--- src/rtl/ctrl_pkg.sv ---
// Shared types and constants for the 5-stage pipeline hazard/flow controller.
package ctrl_pkg;

  localparam int unsigned REG_W = 4;
  localparam logic [REG_W-1:0] REG_ZERO = 4'd0;

  typedef struct packed {
    logic             v;
    logic             we;
    logic [REG_W-1:0] dst;
    logic             h;
  } sh_entry_t;

  typedef enum logic [1:0] {
    RUN,
    DRAIN,
    HALTED
  } state_t;

  // True when an in-flight entry will write register r.
  function automatic logic writes_reg(input sh_entry_t e, input logic [REG_W-1:0] r);
    return e.v && e.we && (e.dst == r);
  endfunction

endpackage

--- src/rtl/pipe_ctrl_if.sv ---
// ID-stage hazard inputs, flush/redirect inputs and stage-control outputs of pipe_ctrl.
interface pipe_ctrl_if #(
  parameter int unsigned CNT_W = 16
);
  import ctrl_pkg::*;

  logic [REG_W-1:0] id_src0;
  logic             id_src0_rd;
  logic [REG_W-1:0] id_src1;
  logic             id_src1_rd;
  logic [REG_W-1:0] id_dst;
  logic             id_we;
  logic             id_hlt;
  logic             ex_jump;
  logic             mem_pcsrc;

  logic             pc_en;
  logic             if_id_en;
  logic             if_id_flush;
  logic             ex_bubble;
  logic             ex_mem_flush;
  logic             mem_wb_en;
  logic             hlt;
  logic [CNT_W-1:0] stall_cnt;
  logic [CNT_W-1:0] flush_cnt;

  modport master (
    output id_src0, id_src0_rd, id_src1, id_src1_rd, id_dst, id_we, id_hlt,
           ex_jump, mem_pcsrc,
    input  pc_en, if_id_en, if_id_flush, ex_bubble, ex_mem_flush, mem_wb_en,
           hlt, stall_cnt, flush_cnt
  );

  modport slave (
    input  id_src0, id_src0_rd, id_src1, id_src1_rd, id_dst, id_we, id_hlt,
           ex_jump, mem_pcsrc,
    output pc_en, if_id_en, if_id_flush, ex_bubble, ex_mem_flush, mem_wb_en,
           hlt, stall_cnt, flush_cnt
  );

endinterface

--- src/rtl/pipe_ctrl_shadow.sv ---
// Three-entry shadow of in-flight destination writes (EX, MEM, WB).
module pipe_ctrl_shadow
  import ctrl_pkg::*;
(
  input  logic      clk,
  input  logic      rst,
  input  sh_entry_t ex_in,
  input  logic      flush_ex,
  input  logic      flush_mem,
  input  logic      freeze,
  output sh_entry_t sh_ex,
  output sh_entry_t sh_mem,
  output sh_entry_t sh_wb
);

  always_ff @(posedge clk or posedge rst) begin
    if (rst) begin
      sh_ex  <= '0;
      sh_mem <= '0;
      sh_wb  <= '0;
    end else if (!freeze) begin
      sh_wb  <= sh_mem;
      sh_mem <= flush_mem ? '0 : sh_ex;
      sh_ex  <= flush_ex  ? '0 : ex_in;
    end
  end

endmodule

--- src/rtl/pipe_ctrl.sv ---
// Pipeline hazard and flow controller: RAW stall, branch/jump squash, halt drain and
// saturating stall/flush counters.
module pipe_ctrl
  import ctrl_pkg::*;
#(
  parameter int unsigned CNT_W = 16
) (
  input  logic       clk,
  input  logic       rst,
  pipe_ctrl_if.slave bus
);

  state_t           state_q, state_d;
  logic             id_v_q, id_v_d;
  logic             flush_ex, flush_mem, freeze;
  logic             stall_inc, flush_inc;
  logic             hit0, hit1, raw;
  logic [CNT_W-1:0] stall_cnt_q, flush_cnt_q;
  sh_entry_t        ex_in, sh_ex, sh_mem, sh_wb;

  assign ex_in = {id_v_q, bus.id_we, bus.id_dst, bus.id_hlt};

  pipe_ctrl_shadow u_shadow (
    .clk       (clk),
    .rst       (rst),
    .ex_in     (ex_in),
    .flush_ex  (flush_ex),
    .flush_mem (flush_mem),
    .freeze    (freeze),
    .sh_ex     (sh_ex),
    .sh_mem    (sh_mem),
    .sh_wb     (sh_wb)
  );

  // No register-file bypass: any in-flight writer of a read source blocks ID.
  always_comb begin
    hit0 = bus.id_src0_rd && (bus.id_src0 != REG_ZERO) &&
           (writes_reg(sh_ex, bus.id_src0) || writes_reg(sh_mem, bus.id_src0) ||
            writes_reg(sh_wb, bus.id_src0));
    hit1 = bus.id_src1_rd && (bus.id_src1 != REG_ZERO) &&
           (writes_reg(sh_ex, bus.id_src1) || writes_reg(sh_mem, bus.id_src1) ||
            writes_reg(sh_wb, bus.id_src1));
    raw  = id_v_q && (hit0 || hit1);
  end

  always_ff @(posedge clk or posedge rst) begin
    if (rst) begin
      state_q <= RUN;
      id_v_q  <= 1'b0;
    end else begin
      state_q <= state_d;
      id_v_q  <= id_v_d;
    end
  end

  always_comb begin
    state_d          = state_q;
    id_v_d           = 1'b1;
    flush_ex         = 1'b0;
    flush_mem        = 1'b0;
    freeze           = 1'b0;
    stall_inc        = 1'b0;
    flush_inc        = 1'b0;
    bus.pc_en        = 1'b1;
    bus.if_id_en     = 1'b1;
    bus.if_id_flush  = 1'b0;
    bus.ex_bubble    = 1'b0;
    bus.ex_mem_flush = 1'b0;
    bus.mem_wb_en    = 1'b1;

    if (state_q == HALTED) begin
      bus.pc_en     = 1'b0;
      bus.if_id_en  = 1'b0;
      bus.mem_wb_en = 1'b0;
      freeze        = 1'b1;
      id_v_d        = id_v_q;
    end else begin
      if (bus.mem_pcsrc) begin
        bus.if_id_flush  = 1'b1;
        bus.ex_bubble    = 1'b1;
        bus.ex_mem_flush = 1'b1;
        flush_ex         = 1'b1;
        flush_mem        = 1'b1;
        id_v_d           = 1'b0;
        flush_inc        = 1'b1;
      end else if (bus.ex_jump) begin
        bus.if_id_flush = 1'b1;
        bus.ex_bubble   = 1'b1;
        flush_ex        = 1'b1;
        id_v_d          = 1'b0;
        flush_inc       = 1'b1;
      end else if (raw) begin
        bus.pc_en     = 1'b0;
        bus.if_id_en  = 1'b0;
        bus.ex_bubble = 1'b1;
        flush_ex      = 1'b1;
        id_v_d        = id_v_q;
        stall_inc     = 1'b1;
      end else if (state_q == RUN && id_v_q && bus.id_hlt) begin
        state_d = DRAIN;
      end

      // A branch older than the HLT squashes it and must still redirect the PC.
      if (state_q == DRAIN) begin
        if (bus.mem_pcsrc && sh_ex.v && sh_ex.h) begin
          state_d = RUN;
        end else begin
          bus.pc_en       = 1'b0;
          bus.if_id_flush = 1'b1;
          id_v_d          = 1'b0;
          if (sh_mem.v && sh_mem.h) state_d = HALTED;
        end
      end
    end
  end

  always_ff @(posedge clk or posedge rst) begin
    if (rst) begin
      stall_cnt_q <= '0;
      flush_cnt_q <= '0;
    end else begin
      if (stall_inc && (stall_cnt_q != '1)) stall_cnt_q <= stall_cnt_q + CNT_W'(1);
      if (flush_inc && (flush_cnt_q != '1)) flush_cnt_q <= flush_cnt_q + CNT_W'(1);
    end
  end

  assign bus.hlt       = (state_q == HALTED);
  assign bus.stall_cnt = stall_cnt_q;
  assign bus.flush_cnt = flush_cnt_q;

endmodule

--- src/flat_wrapper.sv ---
// flat-port wrapper written by rule: the top's interface ports become plain ports
module pipe_ctrl_flat import ctrl_pkg::*;
#(
  parameter int unsigned CNT_W = 16
)
  (clk, rst, bus_id_src0, bus_id_src0_rd, bus_id_src1, bus_id_src1_rd, bus_id_dst, bus_id_we, bus_id_hlt, bus_ex_jump, bus_mem_pcsrc, bus_pc_en, bus_if_id_en, bus_if_id_flush, bus_ex_bubble, bus_ex_mem_flush, bus_mem_wb_en, bus_hlt, bus_stall_cnt, bus_flush_cnt);
  pipe_ctrl_if #(.CNT_W(CNT_W)) bus_i ();
  input  logic clk;
  input  logic rst;
  input wire logic [$bits(bus_i.id_src0)-1:0] bus_id_src0;
  input wire logic [$bits(bus_i.id_src0_rd)-1:0] bus_id_src0_rd;
  input wire logic [$bits(bus_i.id_src1)-1:0] bus_id_src1;
  input wire logic [$bits(bus_i.id_src1_rd)-1:0] bus_id_src1_rd;
  input wire logic [$bits(bus_i.id_dst)-1:0] bus_id_dst;
  input wire logic [$bits(bus_i.id_we)-1:0] bus_id_we;
  input wire logic [$bits(bus_i.id_hlt)-1:0] bus_id_hlt;
  input wire logic [$bits(bus_i.ex_jump)-1:0] bus_ex_jump;
  input wire logic [$bits(bus_i.mem_pcsrc)-1:0] bus_mem_pcsrc;
  output wire logic [$bits(bus_i.pc_en)-1:0] bus_pc_en;
  output wire logic [$bits(bus_i.if_id_en)-1:0] bus_if_id_en;
  output wire logic [$bits(bus_i.if_id_flush)-1:0] bus_if_id_flush;
  output wire logic [$bits(bus_i.ex_bubble)-1:0] bus_ex_bubble;
  output wire logic [$bits(bus_i.ex_mem_flush)-1:0] bus_ex_mem_flush;
  output wire logic [$bits(bus_i.mem_wb_en)-1:0] bus_mem_wb_en;
  output wire logic [$bits(bus_i.hlt)-1:0] bus_hlt;
  output wire logic [$bits(bus_i.stall_cnt)-1:0] bus_stall_cnt;
  output wire logic [$bits(bus_i.flush_cnt)-1:0] bus_flush_cnt;
  assign bus_i.id_src0 = bus_id_src0;
  assign bus_i.id_src0_rd = bus_id_src0_rd;
  assign bus_i.id_src1 = bus_id_src1;
  assign bus_i.id_src1_rd = bus_id_src1_rd;
  assign bus_i.id_dst = bus_id_dst;
  assign bus_i.id_we = bus_id_we;
  assign bus_i.id_hlt = bus_id_hlt;
  assign bus_i.ex_jump = bus_ex_jump;
  assign bus_i.mem_pcsrc = bus_mem_pcsrc;
  assign bus_pc_en = bus_i.pc_en;
  assign bus_if_id_en = bus_i.if_id_en;
  assign bus_if_id_flush = bus_i.if_id_flush;
  assign bus_ex_bubble = bus_i.ex_bubble;
  assign bus_ex_mem_flush = bus_i.ex_mem_flush;
  assign bus_mem_wb_en = bus_i.mem_wb_en;
  assign bus_hlt = bus_i.hlt;
  assign bus_stall_cnt = bus_i.stall_cnt;
  assign bus_flush_cnt = bus_i.flush_cnt;
  pipe_ctrl #(.CNT_W(CNT_W)) u_core (.clk(clk), .rst(rst), .bus(bus_i));
endmodule
--- config.mk ---
export PLATFORM = sky130hd
export DESIGN_NAME = pipe_ctrl_flat
export DESIGN_NICKNAME = d
export VERILOG_FILES = /design/src/rtl/ctrl_pkg.sv /design/src/rtl/pipe_ctrl_if.sv /design/src/rtl/pipe_ctrl_shadow.sv /design/src/rtl/pipe_ctrl.sv /design/src/flat_wrapper.sv
export SDC_FILE = /design/constraint.sdc
export NUM_CORES = 1
export LEC_CHECK = 0
export ABC_AREA = 1
export BUFFER_PORTS_ARGS = -buffer_cell sky130_fd_sc_hd__buf_2
export CORE_MARGIN = 1
export CORE_UTILIZATION = 40
export CTS_BUF_LIST = sky130_fd_sc_hd__clkbuf_2 sky130_fd_sc_hd__clkbuf_4 sky130_fd_sc_hd__clkbuf_8
export CTS_CLUSTER_SIZE = 12
export DETAILED_ROUTE_END_ITERATION = 12
export PLACE_DENSITY_LB_ADDON = 0.2
export SLEW_MARGIN = 10
export SYNTH_ARGS = -nofsm -noshare
export SYNTH_HDL_FRONTEND = slang
export SYNTH_HIERARCHICAL = 1
export SYNTH_SLANG_ARGS = --single-unit
--- constraint.sdc ---
create_clock -name clk -period 2.1 [get_ports clk]
set_input_delay 0.105 -clock clk [delete_from_list [all_inputs] [get_ports clk]]
set_output_delay 0.105 -clock clk [all_outputs]
set_load 0.02 [all_outputs]
### Yosys cells after proc, flatten, opt, wreduce, memory -nomap -nowiden

Index checks and enable logic that the tools add are counted.

* register bits after elaboration: 55
* bits in latches: 0
* RAM bits: 0
* memory bits (read-only): 0
* bits of input ports: 20
* word-level logic and storage cells: 94
* memories: 0

* $add $sub $neg: 2
* multiply operators: 0
* div/mod/pow operators: 0
* $lt $le $gt $ge: 0
* equal/unequal tests: 10
* shift-type cells: 0
* muxes and demuxes: 38
* bitwise operators: 0
* reduce and logical (&&, ||, !) cells: 29

Operators with widths (count)
* adder 16 x 1 -> 16 bit, second input constant: 2
* != test 16 bit, second input constant: 2
* two-way mux 1 bit: 29
* == test 4 bit: 6
* logical AND 1 bit: 21
* two-way mux 2 bit: 7
* two-way mux 7 bit: 2
* nonzero test 4 bit: 2
* logical OR 1 bit: 5
* == test 2 x 1 -> 1 bit, second input constant: 1
* == test 2 bit, second input constant: 1
* logical NOT 2 bit: 1

### Logic depth before layout (Yosys ltp)

Gate-level depths: netlist of the first run.

* depth after elaboration: 13
* mapped depth: 13
* mapped depth without buffers: 13

### Modules after synthesis

Netlist of the first run, hierarchy kept.

Modules (own cells, without submodules)
* pipe_ctrl: instances 1, cells an instance 369, area an instance 2572.5 um^2, sequential area each 875.8 um^2
* pipe_ctrl_shadow: instances 1, cells an instance 90, area an instance 812.0 um^2, sequential area each 525.5 um^2

### Worst setup path after synthesis of the first run

No wires, ideal clock.

* path kind: register -> register
* start point: register u_core/u_shadow/sh_mem[2] (netlist name)
* end point: register u_core/u_shadow/sh_ex[0] (netlist name)
* library setup time: 0.118 ns
* arrival: 1.719 ns
* required time: 1.982 ns
* slack: 0.263 ns
* stages on the path, launching flop included: 14
* buffers on the path: 0
* path through: dfrtp_1 inv_1 nand2_1 nand2_1 nor2_1 nand3_1 nand3_1 nand2_1 nand2_2 nand2_1 a21oi_1 nor2_1 nand2_1 nand2_1

* word-level cells in the longest chain between the ends: 12

RTL lines
* == test 4 bit: line ctrl_pkg.sv:22 `return e.v && e.we && (e.dst == r);`
* logical AND 1 bit: line ctrl_pkg.sv:22
* logical OR 1 bit, on equally long branches (2 in series): line pipe_ctrl.sv:38, pipe_ctrl.sv:41
* logical AND 1 bit, on equally long branches: line pipe_ctrl.sv:37, pipe_ctrl.sv:40
* logical OR 1 bit *: line pipe_ctrl.sv:43 `raw = id_v_q && (hit0 || hit1);`
* logical AND 1 bit *: line pipe_ctrl.sv:43
* two-way mux 1 bit * (4 in series)
* net bus_ex_bubble: line flat_wrapper.sv:22 `output wire logic [$bits(bus_i.ex_bubble)-1:0] bus_ex_bubble;`
* two-way mux 7 bit *: line pipe_ctrl_shadow.sv:24 `sh_ex <= flush_ex ? '0 : ex_in;`

Mark *: on every way through the listed nets, which the timed path passes. The rest lies on a longest branch.
A chain may end at the register's enable or synchronous reset.

### Worst setup path after layout of the first run

* start point: register u_core/u_shadow/sh_ex[6] (netlist name)
* end point: output bus_ex_bubble

* word-level cells in the longest chain between the ends: 11

RTL lines
* logical AND 1 bit *: line ctrl_pkg.sv:22
* logical AND 1 bit: line ctrl_pkg.sv:22
* logical OR 1 bit, on equally long branches (2 in series): line pipe_ctrl.sv:38, pipe_ctrl.sv:41
* logical AND 1 bit, on equally long branches: line pipe_ctrl.sv:37, pipe_ctrl.sv:40
* logical OR 1 bit *: line pipe_ctrl.sv:43
* logical AND 1 bit *: line pipe_ctrl.sv:43
* two-way mux 1 bit *: line pipe_ctrl.sv:92 `end else if (raw) begin`
* two-way mux 1 bit *: line pipe_ctrl.sv:86 `end else if (bus.ex_jump) begin`
* two-way mux 1 bit *: line pipe_ctrl.sv:78 `if (bus.mem_pcsrc) begin`
* two-way mux 1 bit *: line pipe_ctrl.sv:71 `if (state_q == HALTED) begin`
* end: declaration: line flat_wrapper.sv:22

Every way passes the cells marked *; elsewhere a longest branch is shown, timed or not.

==> results.md, run 1 <==
* Final hold vios at 0
* Worst-case setup margin in the final layout at roughly 150 ps
* Io pins at between 50 and 60
* Share of cells above drive strength 1 at 0.1856
* CORE AREA at around 8000 sq um
* Die area at approximately 8700 sq um
* I/O Buffers at 58
* Crit path max fanout at 4
* Pre-CTS setup slack at ~270 ps
* Crit path DAT at between 1500 and 2000 ps
* Yosys warning total at 6
* Placed Instances at 614
* Via count at about 3100
* Antenna violations before repair at 0
* Endpoints failing setup at 0
* Final total power at 0.001763 W
* Mapped Cells at between 400 and 500
* Critical Path RT at roughly 2000 ps
* Status: complete, no violations
* Slowest-stage cell, CP: dfrtp_1
* Worst-Margin Slew at ~790 ps
* Final Critical Period at a little under 2000 ps
* H-Tree Level Count at 2
* Area grow syn2layout at 17.61%
* CTS buffer count at 5
* Total grt overflow at 0
* Mapped Avg Cell Area at between 7 and 8 sq um
* Die W at roughly 93 microns
* Vias in the first global route at roughly 2900
* Vias/cell at roughly 4.8
* Final core utilization at 0.4965
* Mapped cell area at between 3000 and 4000 sq um
* Final Max Tran Viols at 0
* Peak supply drop at 0.2214 mV
* CP most frequent cell: nand2_1
* Syn nets at roughly 480
* Clock Skews at roughly 6.5 ps
* Routed Antenna Nets at 0
* # rows at 32
* Max_cap viols at 0
* Gr usage total at 0.1908
* DRC Markers at 0
* Final wirelength at 7.775 mm
* DR WL/cell at ~12 microns
* Maximum clock insertion buffer count at 2
* Root buffer cell: clkbuf_8
* Crit-path max cell delay at around 420 ps
* Clock-pin slew on the worst setup and hold paths at 100 ps
* Gpl congestion at between 0.8 and 0.9
* Hold crit path type: in -> reg
* Final net count at 549
* Final Non-Filler Cells at between 600 and 700
* Clock sinks at 55
* Antenna diodes at 0
* First-pass GRT wire length at between 10 and 15 mm
* Largest net degree at the start of global routing at 36
* Starting Density at 0.4222
* Die Y at just over 90 microns
* Post-DP HPWL at between 5 and 6 mm
* Worst hold margin at around 31 ps
* Final worst-path cycle share at 0.9276
* CP startpoint kind: flop
* 1st-iter DRT viols at 140
* Fillers at 829
* Max Freq at 0.5134 GHz
* Crit-path cells: nand2_1 > inv_1 > nand2_1 > nor2_1 > nand3_1 > nand3_1 > nand2_1 > nand2_4 > nand2_2 > a21oi_2 > buf_4
* Leak at ~2.3 nW
* CP Class: reg -> out
* CTS tree: done
* Worst Setup End Kind: primary output
* Pwr Density at 448.0 nW/um^2
* Slew margin rel. at 0.4713
* DR pass1 iterations at 4
* Worst-Skew Late Latency at roughly 310 ps
==> final timing paths <==
path | startpoint | endpoint | slack [ps] | cells past startpoint
setup / recovery | u_core/u_shadow/sh_ex[6] | bus_ex_bubble | 150 | 11
hold / removal | bus_id_hlt | u_core/u_shadow/sh_ex[0] | 30 | 3
setup reg to reg | u_core/bus.stall_cnt[1] | u_core/bus.stall_cnt[4] | 260 | 8
hold reg to reg | u_core/u_shadow/sh_wb[5] | u_core/u_shadow/sh_wb[5] | 500 | 2
max in group asynchronous | rst | u_core/u_shadow/sh_mem[2] | 1050 | 3
min in group asynchronous | rst | u_core/bus.stall_cnt[6] | 460 | 4
==> where the power goes <==
part	switching, W	internal (W)	leakage [nW]	total, W
clock network	0.000361	0.000236	0.0483	0.000597
logic	0.0000682	0.0000402	1.63	0.000108
registers	0	0.00106	0.574	0.00106
==> sequential cells by signal (all words and copies together) (netlist names) <==
| signal | cells |
|---|---|
| u_core/u_shadow/sh_wb | 6 |
| u_core/u_shadow/sh_mem | 7 |
| u_core/id_v_q | 1 |
| u_core/bus.stall_cnt | 16 |
| u_core/u_shadow/sh_ex | 7 |
| u_core/bus.flush_cnt | 16 |
| u_core/state_q | 2 |
==> worst max-delay path: cells and delay by family (launching register included) <==
kind                   cells  cell delay, ps
and+or+nand+nor            8             690
buffers and inverters      2             230
AOI/OAI and AO/OA          1             180
DFF                        1             420
==> repair_timing <==
action,4_1_cts,5_1_grt
hold endpoints to repair,60,0
hold buffers,6,0
endpoints found under the setup margin,0,9
buffers inserted,0,2
resized for setup,0,11
==> stage by stage <==
| step | cell area [sq um] | TNS (ps) |
|---|---|---|
| after floorplan | 3347 | 0 |
| after global placement | 3747 | 0 |
| after detailed placement | 3747 | 0 |
| after CTS | 3895 | 0 |
| after global routing | 3936 | -0.6335 |
| final | 3936 | 0 |
==> routing by layer <==
| layer | global-route usage | up-vias | wire [microns] |
|---|---|---|---|
| met5 | 0 | - | 0 |
| met4 | 0.03462 | 0 | 48 |
| met3 | 0.03089 | 5 | 244 |
| met2 | 0.3137 | 56 | 3479 |
| met1 | 0.2668 | 1446 | 4002 |
| li1 | - | 1547 | - |
==> cell type report <==
class                      instances  area, sq um  area share
clock buffer                       5        68.82     0.01748
tap                              102        127.6     0.03242
timing repair buffer              72        415.4      0.1055
clock inverter                     3        18.77    0.004768
inverter                          68        255.2     0.06484
sequential                        55         1380      0.3506
multi-input combinational        325         1670      0.4243
==> cells in the final DEF, fill, tap and decap left out, types with 2 or more instances in the layout <==
cell type,n
nand2_1,151
nand4_1,4
a21oi_2,2
dfrtp_1,52
clkbuf_8,5
o21bai_1,16
nor3_1,11
inv_2,7
buf_4,10
xor2_1,21
xnor2_1,11
ha_1,2
nand2_2,4
nand3_1,38
a21oi_1,2
inv_1,61
dlygate4sd3_1,6
nor2_1,41
clkinv_2,2
buf_2,56
o21ai_0,10
dfrtp_2,3
Note: power is estimated with default switching activity, not from simulation.
==> run 2: changes to the inputs <==
Settings changed: CORE_UTILIZATION 40 to 48.
==> results.md, run 2 (synthesis gave the netlist of run 1 again) <==
* Most frequent cells in the layout: nand2_1 (152), inv_1 (62), buf_2 (57)
* I/O Buffers at 58
* Commonest non-fill, non-tap cell in the layout: nand2_1
* CORE AREA at approximately 6800 sq um
* CP startpoint kind: flop
* H-Tree Level Count at 2
* Setup TNS at 0 ps
* Reg2reg setup slack at 260 ps
* Sw Share at 0.2229
* Hold crit path type: in -> reg
* Final net count at roughly 550
* Slew margin rel. at 0.4896
* Worst-case setup margin in the final layout at between 200 and 250 ps
* # rows at 30
* RSZ-0062 raised after global routing: false
* Worst-Margin Slew at ~760 ps
* Fin area at a little under 4000 sq um
* Int Pwr at about 0.0015 W
* CTS buffer count at 5
* Die W at about 86 microns
* Final Critical Period at 1897 ps
* Max Freq at approximately 0.53 GHz
* Total grt overflow at 0
* First-pass GRT wire length at ~13 mm
* Max Used Layer: met4
* DRT met1 WL at 3.652 mm
* Crit path DAT at between 1500 and 2000 ps
* Clock-pin slew on the worst setup and hold paths at 110 ps
* Final Max Tran Viols at 0
* Final total power at 0.001920 W
* Final hold vios at 0
* Vias/cell at 4.979
* Routed Antenna Nets at 0
* Hold Path Cell Cnt at 3
* Die Y at around 86 microns
* Status: complete, no violations
* Final core utilization at 0.5857
* Critical Path RT at about 2000 ps
* Root buffer cell: clkbuf_8
* Worst-Skew Late Latency at 310 ps
* Gpl congestion at 0.9972
* Cell Area, Placed at roughly 3700 sq um
* Crit path max fanout at 6
* Critical register-to-register path startpoint: u_core/u_shadow/sh_ex[4]
* Via count at ~3000
* WL met2 at 3.680 mm
* 1st-iter DRT viols at between 100 and 150
* DR WL/cell at 12.79 microns
* Met3 WL post-DR at roughly 290 microns
* Hold Path Sink: u_core/u_shadow/sh_ex[1]
* Die area at ~7300 sq um
* DR pass1 iterations at 4
* Share of cells above drive strength 1 at 0.1827
* Reg power frac at 0.551
* Switch Pwr at around 0.00043 W
* Gr usage total at 0.2272
* DRC Markers at 0
* Worst Setup End Kind: primary output
* Clock network fraction of total power at 0.392
* Peak supply drop at 0.3396 mV
* Maximum clock insertion buffer count at 2
* Combinational share of power at 0.056
* Starting Density at 0.4954
* R2R cell count at 12
* Final wirelength at 7.813 mm
* Hold_sp: bus_id_dst[0]
* Pre-CTS setup slack at just under 300 ps
* Largest net degree at the start of global routing at 36
* Clock Skews at between 10 and 15 ps
* Io pins at between 50 and 60
* Antenna diodes at 0
* CP Class: reg -> out
* Endpoints failing setup at 0
* Final worst-path cycle share at 0.9035
* Vias in the first global route at slightly below 3000
* Post-DP HPWL at approximately 5.7 mm
* Clock sinks at 55
* Pwr Density at approximately 490 nW/um^2
* CTS tree: done
* Area grow syn2layout at 18.24%
* Leak at between 2 and 2.5 nW
* R2R Path End: u_core/bus.stall_cnt[2]
* Max_cap viols at 0
* Antenna violations before repair at 0
[run 2: cell types whose count changed in the layout (fill, tap and decap cells not counted), sizes merged]
| cell | delta |
|---|---|
| clkinv | -2 |
| bufinv | +1 |
| buf | +3 |
| clkbuf | +1 |
[run 2: routing by layer]
layer  GRT usage  vias to the layer above
met5           0                        -
met4     0.09394                        0
met3     0.03272                       18
met2      0.3724                       64
met1      0.3040                     1405
li1            -                     1555
[run 2: layout make-up]
type	count	area, sq um
Clock inverter	2	38.79
Inverter	68	255.2
Sequential cell	55	1379
Timing Repair Buffer	75	442.9
Multi-Input combinational cell	325	1659
Clock buffer	6	82.58
Tap cell	80	100.1
Fill cell	645	2799
[run 2: power groups by stage]
stage	combinational, W	sequential (W)	clock [W]
2_1_floorplan	0.0000534	0.00108	0
3_3_place_gp	0.0000980	0.00108	0
3_5_place_dp	0.0000993	0.00108	0
4_1_cts	0.000108	0.00106	0.000780
5_1_grt	0.000122	0.00106	0.000812
6_report	0.000108	0.00106	0.000754
[run 2: through the flow]
| step | std cells | hold WS, ps |
|---|---|---|
| 3_3_place_gp | 593 | 247.5 |
| 4_1_cts | 607 | 5.045 |
| 5_1_grt | 611 | 28.17 |
| 3_5_place_dp | 593 | 251.0 |
| 2_1_floorplan | 455 | 68.83 |
| 6_report | 611 | 12.61 |
[run 2: worst max path at each step]
stage | to | cells after the start | from | slack [ps]
finish | bus_ex_bubble | 11 | u_core/u_shadow/sh_ex[4] | 200
global route | bus_pc_en | 12 | u_core/u_shadow/sh_wb[1] | 6
CTS | bus_pc_en | 7 | u_core/state_q[1] | 90
detailed placement | u_core/bus.flush_cnt[14] | 8 | u_core/bus.flush_cnt[1] | 290
global placement | u_core/bus.flush_cnt[14] | 8 | u_core/bus.flush_cnt[1] | 300
floorplan | u_core/u_shadow/sh_ex[0] | 13 | u_core/u_shadow/sh_mem[2] | 260
[run 2: critical path, cell delays in order (launching register included)]
cell and delay (ps):
dfrtp_1 440, inv_1 70, nand2_1 70, nand2_1 50
nor2_1 100, nand3_1 70, nand3_1 80, nand2_1 60
nand2_2 110, nand2_1 90, a21oi_2 190, buf_6 140
[run 2: repair_timing]
action | 4_1_cts | 5_1_grt
setup endpoints to repair | 0 | 5
setup buffers | 0 | 4
hold endpoints to repair | 60 | 0
gates resized for setup | 0 | 7
hold buffers | 6 | 0
